--- config.mk ---
export PLATFORM = sky130hd
export DESIGN_NAME = ps2_key_matrix
export DESIGN_NICKNAME = d
export VERILOG_FILES = /design/src/rtl/ps2_key_matrix.sv
export SDC_FILE = /design/constraint.sdc
export NUM_CORES = 2
export LEC_CHECK = 0
export BUFFER_PORTS_ARGS = -buffer_cell sky130_fd_sc_hd__buf_4
export CAP_MARGIN = 30
export CORE_UTILIZATION = 57
export CTS_CLUSTER_SIZE = 24
export DETAILED_ROUTE_END_ITERATION = 10
export PLACE_DENSITY = 0.76
export SLEW_MARGIN = 25
export SYNTH_ARGS = -nofsm -noshare
export SYNTH_HDL_FRONTEND = slang
export SYNTH_SLANG_ARGS = --single-unit
--- constraint.sdc ---
create_clock -name clk_sys_i -period 2.6 [get_ports clk_sys_i]
set_input_delay 0.26 -clock clk_sys_i [delete_from_list [all_inputs] [get_ports clk_sys_i]]
set_output_delay 0.26 -clock clk_sys_i [all_outputs]
set_load 0.005 [all_outputs]
--- src/rtl/ps2_key_matrix.sv ---
// PS/2-to-key-matrix converter.
// Turns hps_io ps2_key events into a ROWS x COLS key-state array that a console
// scans with active-low row strobes. A loadable 512-entry table maps each
// {extended, scancode} to {valid, row, col}. The key state is ORed with an
// external overlay (e.g. joystick bits) before it drives the column returns.
// A clear_all pulse starts a sweep that releases every key, one row per cycle.
//
// Ports:
//   clk_sys_i    system clock
//   reset_i      asynchronous active-high reset
//   ps2_key_i    [10] toggle, [9] pressed, [8] extended, [7:0] scancode
//   map_we_i     mapping-table write strobe
//   map_addr_i   {extended, scancode} entry to write
//   map_data_i   {valid, row, col}
//   row_sel_n_i  active-low row strobes from the console
//   ovl_keys_i   active-high overlay, bit r*COLS+c ORs into key (r,c)
//   clear_all_i  single-cycle request to release all keys
//   col_n_o      registered active-low key returns
//   key_count_o  number of matrix keys held (overlay excluded)
//   busy_o       high while the clear sweep runs
module ps2_key_matrix #(
  parameter int unsigned ROWS = 8,
  parameter int unsigned COLS = 8,
  parameter int unsigned RB   = $clog2(ROWS),
  parameter int unsigned CB   = $clog2(COLS),
  parameter int unsigned NW   = $clog2(ROWS * COLS + 1)
) (
  input  logic                   clk_sys_i,
  input  logic                   reset_i,
  input  logic [10:0]            ps2_key_i,
  input  logic                   map_we_i,
  input  logic [8:0]             map_addr_i,
  input  logic [RB+CB:0]         map_data_i,
  input  logic [ROWS-1:0]        row_sel_n_i,
  input  logic [ROWS*COLS-1:0]   ovl_keys_i,
  input  logic                   clear_all_i,
  output logic [COLS-1:0]        col_n_o,
  output logic [NW-1:0]          key_count_o,
  output logic                   busy_o
);

  localparam int unsigned W = 1 + RB + CB;

  typedef enum logic [0:0] {StIdle, StClear} state_e;

  // ---------------------------------------------------------------------------
  // Clear-sweep FSM
  // ---------------------------------------------------------------------------
  state_e          state_q, state_d;
  logic [RB-1:0]   row_idx_q, row_idx_d;
  logic            sweep_last;

  always_ff @(posedge clk_sys_i or posedge reset_i) begin
    if (reset_i) begin
      state_q   <= StIdle;
      row_idx_q <= '0;
    end else begin
      state_q   <= state_d;
      row_idx_q <= row_idx_d;
    end
  end

  always_comb begin
    state_d   = state_q;
    row_idx_d = row_idx_q;
    case (state_q)
      StIdle: begin
        if (clear_all_i) begin
          state_d   = StClear;
          row_idx_d = '0;
        end
      end
      StClear: begin
        row_idx_d = row_idx_q + RB'(1);
        if (row_idx_q == '1) state_d = StIdle;
      end
      default: state_d = StIdle;
    endcase
  end

  always_comb begin
    busy_o     = (state_q == StClear);
    sweep_last = busy_o && (row_idx_q == '1);
  end

  // ---------------------------------------------------------------------------
  // Event detect and pipeline
  // ---------------------------------------------------------------------------
  logic       toggle_q, primed_q, ev;
  logic       s1_vld_q, s1_pressed_q, s2_vld_q, s2_pressed_q;
  logic [8:0] s1_addr_q;

  // primed_q masks the first cycle after reset, when toggle_q is not yet valid.
  // Events seen during the sweep are dropped while toggle_q keeps tracking.
  always_comb ev = primed_q && (ps2_key_i[10] != toggle_q) && (state_q != StClear);

  always_ff @(posedge clk_sys_i or posedge reset_i) begin
    if (reset_i) begin
      toggle_q     <= 1'b0;
      primed_q     <= 1'b0;
      s1_vld_q     <= 1'b0;
      s1_pressed_q <= 1'b0;
      s1_addr_q    <= '0;
      s2_vld_q     <= 1'b0;
      s2_pressed_q <= 1'b0;
    end else begin
      toggle_q     <= ps2_key_i[10];
      primed_q     <= 1'b1;
      s1_vld_q     <= ev;
      if (ev) begin
        s1_pressed_q <= ps2_key_i[9];
        s1_addr_q    <= ps2_key_i[8:0];
      end
      s2_vld_q     <= s1_vld_q;
      s2_pressed_q <= s1_pressed_q;
    end
  end

  // ---------------------------------------------------------------------------
  // Mapping table: synchronous read, read-before-write on address collision
  // ---------------------------------------------------------------------------
  logic [W-1:0] map_mem [0:511];
  logic [W-1:0] rd_q;

  always_ff @(posedge clk_sys_i) begin
    if (map_we_i) map_mem[map_addr_i] <= map_data_i;
    rd_q <= map_mem[s1_addr_q];
  end

  // ---------------------------------------------------------------------------
  // Key state and held counter
  // ---------------------------------------------------------------------------
  logic [ROWS-1:0][COLS-1:0] key_q, key_d;
  logic [NW-1:0]             cnt_q, cnt_d;
  logic                      hit_vld, hit_cur;
  logic [RB-1:0]             hit_row;
  logic [CB-1:0]             hit_col;

  always_comb begin
    hit_row = rd_q[CB +: RB];
    hit_col = rd_q[0 +: CB];
    hit_cur = key_q[hit_row][hit_col];
    // Updates landing during the sweep are dropped; the sweep result is all-clear.
    hit_vld = s2_vld_q && rd_q[W-1] && !busy_o;
    key_d   = key_q;
    cnt_d   = cnt_q;
    // Only a real 0->1 or 1->0 change touches the count.
    if (hit_vld && (s2_pressed_q != hit_cur)) begin
      key_d[hit_row][hit_col] = s2_pressed_q;
      cnt_d = s2_pressed_q ? cnt_q + NW'(1) : cnt_q - NW'(1);
    end
    if (busy_o) begin
      key_d[row_idx_q] = '0;
      if (sweep_last) cnt_d = '0;
    end
  end

  // ---------------------------------------------------------------------------
  // Column returns: OR of every strobed row, active low
  // ---------------------------------------------------------------------------
  logic [ROWS-1:0][COLS-1:0] eff;
  logic [COLS-1:0]           col_act;
  logic [COLS-1:0]           col_n_q, col_n_d;

  always_comb begin
    eff     = key_q | ovl_keys_i;
    col_act = '0;
    for (int r = 0; r < ROWS; r++) begin
      if (!row_sel_n_i[r]) col_act = col_act | eff[r];
    end
    col_n_d = ~col_act;
  end

  always_ff @(posedge clk_sys_i or posedge reset_i) begin
    if (reset_i) begin
      key_q   <= '0;
      cnt_q   <= '0;
      col_n_q <= '1;
    end else begin
      key_q   <= key_d;
      cnt_q   <= cnt_d;
      col_n_q <= col_n_d;
    end
  end

  assign col_n_o     = col_n_q;
  assign key_count_o = cnt_q;

endmodule
### Yosys cells after proc, flatten, opt, wreduce, memory -nomap -nowiden

Memory sizes are Yosys's and may differ from the RTL's. A register that Yosys moved wholly into a read port is not among the register bits.
Index checks and enable logic that the tools add are counted.

* flip-flop bits (word level): 98
* RAM bits: 3584
* word-level logic and storage cells: 87
* memories: 1

Memories
* map_mem: depth 512, bits a word 7, read ports 1, clocked after Yosys merged registers in 1, write ports 1, line 122 `logic [W-1:0] map_mem [0:511];`

* $add $sub $neg: 3
* order comparisons: 6
* equal/unequal tests: 4
* muxes and demuxes: 32
* bitwise gates (word level): 12
* reduce and logical (&&, ||, !) cells: 10

Operators by type and width (count)
* $mux 64: 2
* $mux 8: 11
* $and 64x64->64: 1
* $bwmux 64: 1
* $not 64->64: 1
* $or 64x64->64: 1
* $or 8x8->8: 7
* $demux 8 s3: 2
* $mux 7: 4
* $bmux 8 s3: 1
* $lt 3x4->1 const B: 3
* $ge 3x1->1 const B: 3
* $logic_and 1x1->1: 9
* $not 8->8: 1
* $add 7x1->7 const B: 1
* $sub 7x1->7 const B: 1
* $mux 1: 6
* $pmux 3 s2: 1
* $add 3x1->3 const B: 1
* $bmux 1 s3: 1
* $demux 1 s3: 1
* $eq 3x3->1 const B: 1
* $mux 3: 1
* $ne 1x1->1: 2
* 4 further kinds: 4

### Depth between registers and ports, before layout

* depth in word-level cells: 17
* depth in mapped cells: 13
* mapped depth without buffers: 10

### Worst setup path before layout

No wires, ideal clock.

* path type: register to register
* from: register rd_q[5], read port of map_mem
* to: register key_q[25] (netlist bit)
* setup time: 0.122 ns
* data arrival time: 2.433 ns
* required time: 2.478 ns
* setup slack: 0.045 ns
* stages on the path, launching flop included: 11
* buffers on the path: 3
* clock period less this slack: 2.555 ns
* cell sequence: dfxtp_1 > buf_2 > buf_2 > mux2_2 > a222oi_1 > a21boi_1 > nor3_2 > and2_4 > buf_6 > a31oi_1 > a2111oi_1

RTL lines
* start, declared: line 123 `logic [W-1:0] rd_q;`
* end signal, assigned: line 180 `key_q <= key_d;`
* end, declared: line 133 `logic [ROWS-1:0][COLS-1:0] key_q, key_d;`

==> metrics.md <==
| Metric | Value |
|---|---|
| Status | complete, but fails checks |
| Failing checks | negative setup slack |
| Reg clk slew, reported paths | roughly 60 ps |
| Final max-slew violation count | 0 |
| Syn_nets | between 8000 and 9000 |
| Compound-Gate Fraction of Synth Area | under 10% |
| Yosys cell types | 85 |
| Initial DRC Count | roughly 15000 |
| Max frequency | 0.302 GHz |
| Post-Synth Adder-Cell Area | 0.0735% |
| Drc violations | 0 |
| Die Span X | 509 um |
| Dpl hpwl | 272 mm |
| H-Tree Level Count | 5 |
| # port buffers | roughly 120 |
| Crit-path max FO | 7 |
| Tmin final | 3320 ps |
| Worst Setup Start Kind | flop |
| Sw Pwr | around 59 mW |
| Drt total wl | 438 mm |
| Synth Warn # | 0 |
| Post-synth EDFFs | 3584 |
| WL/cell | around 33 um |
| Hold Vio Cnt, Final | 0 |
| Setup violations, final | 37 |
| Grt ovf | 0 |
| CTS tree | yes |
| GPL Wtd Cong | 0.932 |
| Synth top area share | 73.5% |
| Via count | 89500 |
| Die ar. | ~260000 um2 |
| Hold WS | 61.7 ps |
| HP Class | input port to flop |
| ANT nets after route | 0 |
| Post-route setup slack | -716 ps |
| Die height | a little over 500 um |
| Final Core Density | 69.8% |
| Initial antenna violation count | 16 |
| Core area | 255000 um2 |
| Area contributors post-synth | edfxtp_1 74%, mux4_2 8.5%, mux2i_1 5.0% |
| Area delta synth->final | 21.3% |
| Rel. slew slack | 34.3% |
| Seq cells post-synth | roughly 3700 |
| Part of the Yosys area used for sequential elements | between 70% and 80% |
| Vias in the first global route | 88500 |
| Int Pwr | 124 mW |
| Largest family of logic cells by synthesized area | multiplexers |
| DRT Pass-1 Iters | 8 |
| Skew final | 52.3 ps |
| Final nets | ~9600 |
| Clock Sinks | 3689 |
| Combinational share of power | approximately 36% |
| Yosys top cell by area | edfxtp_1 |
| GR met2 Demand/Resource | about half |
| I/O Pins | 119 |
| CP arrival | 4190 ps |
| GR peak layer | met2 |
| Xor and xnor fraction of the mapped netlist area | 0.0299% |
| Cell total after placement | around 12000 |
| Rows | 185 |
| Critical path type | flop to flop |
| Most frequent cell after synthesis | edfxtp_1 |
| Crit. End Element | flop |
| Clock network fraction of total power | ~28% |
| Share of cells above drive strength 1 | between 30 and 40% |
| Vias per inst | 6.80 |
| Largest net degree at the start of global routing | 129 |
| DP Worst Slack | -1060 ps |
| Mapped Avg Cell Area | 18.3 um2 |
| Inserted Clock Buffers | 368 |
| CTS root buffer | clkbuf_16 |
| Final period util | 128% |
| GRT Overall Usage | around 34% |
| Worst EP required | 3470 ps |
| Peak supply drop | 1010 uV |
| Leakage | 60.3 nW |
| Synth Flop Type | edfxtp_1 |
| Sw Share | 32.2% |
| Final Instance Area | between 150000 and 200000 um2 |
| Worst-case clock buffer depth | 4 |
| Slew @ Worst Pin | 982 ps |
| Post-synth ARST share | 2.66% |
| Mapped cell area | 146000 um2 |
| Mux share of post-synthesis cell area | 13.7% |
| Max-Cap Viols | 0 |
| DP Area | 162000 um2 |
| First-pass GRT wire length | 621 mm |
| Met3 Use GR | just under 9% |
| Met1 global-route usage | 44.5% |
| RSZ-0062 raised after global routing | yes |
| Sequential share of power | 35.9% |
| Simple-Gate Fraction of Synth Area | under 10% |
| Fin cells | 13200 |
| Synth cell count leaders | 3584 x edfxtp_1, 786 x nor2_1, 733 x mux2i_1 |
| Initial core utilization | 57.5% |
| Worst-Skew Late Latency | 980 ps |
| Synthesized instance count | 8005 |
| Power per cell area | 1030 nW/um2 |
metal layers:
layer / vias up / share of wire, %
met5: - / 0.021
met2: 7494 / 46
met1: 44900 / 34
met3: 1419 / 14
li1: 35600 / -
met4: 14 / 6.2
critical path, stage by stage, from the launching register on:
cell      delay, ps
dfrtp_4         560
buf_12          200
buf_16          170
buf_6           130
buf_12          130
mux4_2          360
a21oi_2          50
o211ai_1        420
o21ai_2         240
a311oi_2        260
o211ai_1        350
nor4_1          320
registers in the layout, indices dropped and copies added, names as in the netlist:
name and count:
primed_q 1, busy_o 1, map_mem 3584, s1_vld_q 1, s2_pressed_q 1, toggle_q 1
s1_addr_q 9, s1_pressed_q 1, row_idx_q 3, s2_vld_q 1, key_q 64, rd_q 7
col_n_o 8, key_count_o 7
placed cells by master, fill, tap and decap left out, drive strengths merged, types with 12 or more instances in the layout:
master	instances
clkinv	144
nor2	786
and2	19
nor4	37
mux4	553
o21a	21
a311oi	14
o221ai	200
clkbuf	452
a211oi	42
o22a	12
dfrtp	90
nor2b	12
nand2	265
a22oi	25
a21o	20
mux2	20
a31oi	100
buf	1598
a2111oi	15
dlygate4sd3	46
o21ai	152
and3	13
o211ai	12
a21oi	174
diode	13
o22ai	220
edfxtp	3584
nand3	64
inv	20
nand2b	14
mux2i	733
nand4	17
bufinv	40
nor3	70
timing repair:
item	in CTS	in global routing
buffers inserted	57	58
endpoints found under the setup margin	78	70
gates resized for setup	291	217
pin swaps	72	121
gates cloned	17	8
hold buffers	46	0
endpoints found under the hold margin	740	0
logic make-up (layout without fill, tap and decap cells):
logic type,Yosys count,after routing
other,1,14
and+or+nand+nor,1339,1339
xor gates and xnor gates,5,5
AOI/OAI and AO/OA,1120,1120
adders and majority gates,8,8
buffers and inverters,537,2314
DFF,3689,3689
muxes,1306,1306
power groups by stage:
stage | combinational [mW] | clock [mW] | sequential (mW)
6_report | 65.3 | 52.3 | 65.9
5_1_grt | 66.5 | 54.6 | 65.9
4_1_cts | 60.8 | 52.3 | 65.9
3_5_place_dp | 56.0 | 0 | 67.1
3_3_place_gp | 55.3 | 0 | 67.1
2_1_floorplan | 30.6 | 0 | 66.9
layout make-up:
cell class	instances	area, um2
multi-input cells	3779	35400
diodes	13	32.5
clock inverters	199	1990
clock buffers	444	9660
repair buffers	1656	16000
fillers	14800	77000
flip-flops and latches	3689	110000
well taps	3366	4210
inverters	15	80.1
through the flow:
stage,setup TNS (ps),power [mW]
after global placement,-20850,122
final,-5790,184
after detailed placement,-27530,123
after floorplan,0,97.5
after global routing,-8810,187
after CTS,-4330,179
final timing paths:
| path | startpoint | to | slack [ps] | cells after the start |
|---|---|---|---|---|
| max | s1_addr_q[0]$_DFFE_PP0P_ | rd_q[6]$_DFF_P_ | -720 | 11 |
| min in group asynchronous | reset_i | key_count_o[1]$_DFF_PP0_ | 570 | 5 |
| max in group asynchronous | reset_i | s1_addr_q[2]$_DFFE_PP0P_ | 1400 | 5 |
| min reg2reg | s1_vld_q$_DFF_PP0_ | s2_vld_q$_DFF_PP0_ | 360 | 0 |
| max reg2reg | s1_addr_q[0]$_DFFE_PP0P_ | rd_q[6]$_DFF_P_ | -720 | 11 |
| min | clear_all_i | row_idx_q[0]$_DFFE_PP0P_ | 60 | 3 |
(Power assumes the default switching activity.)
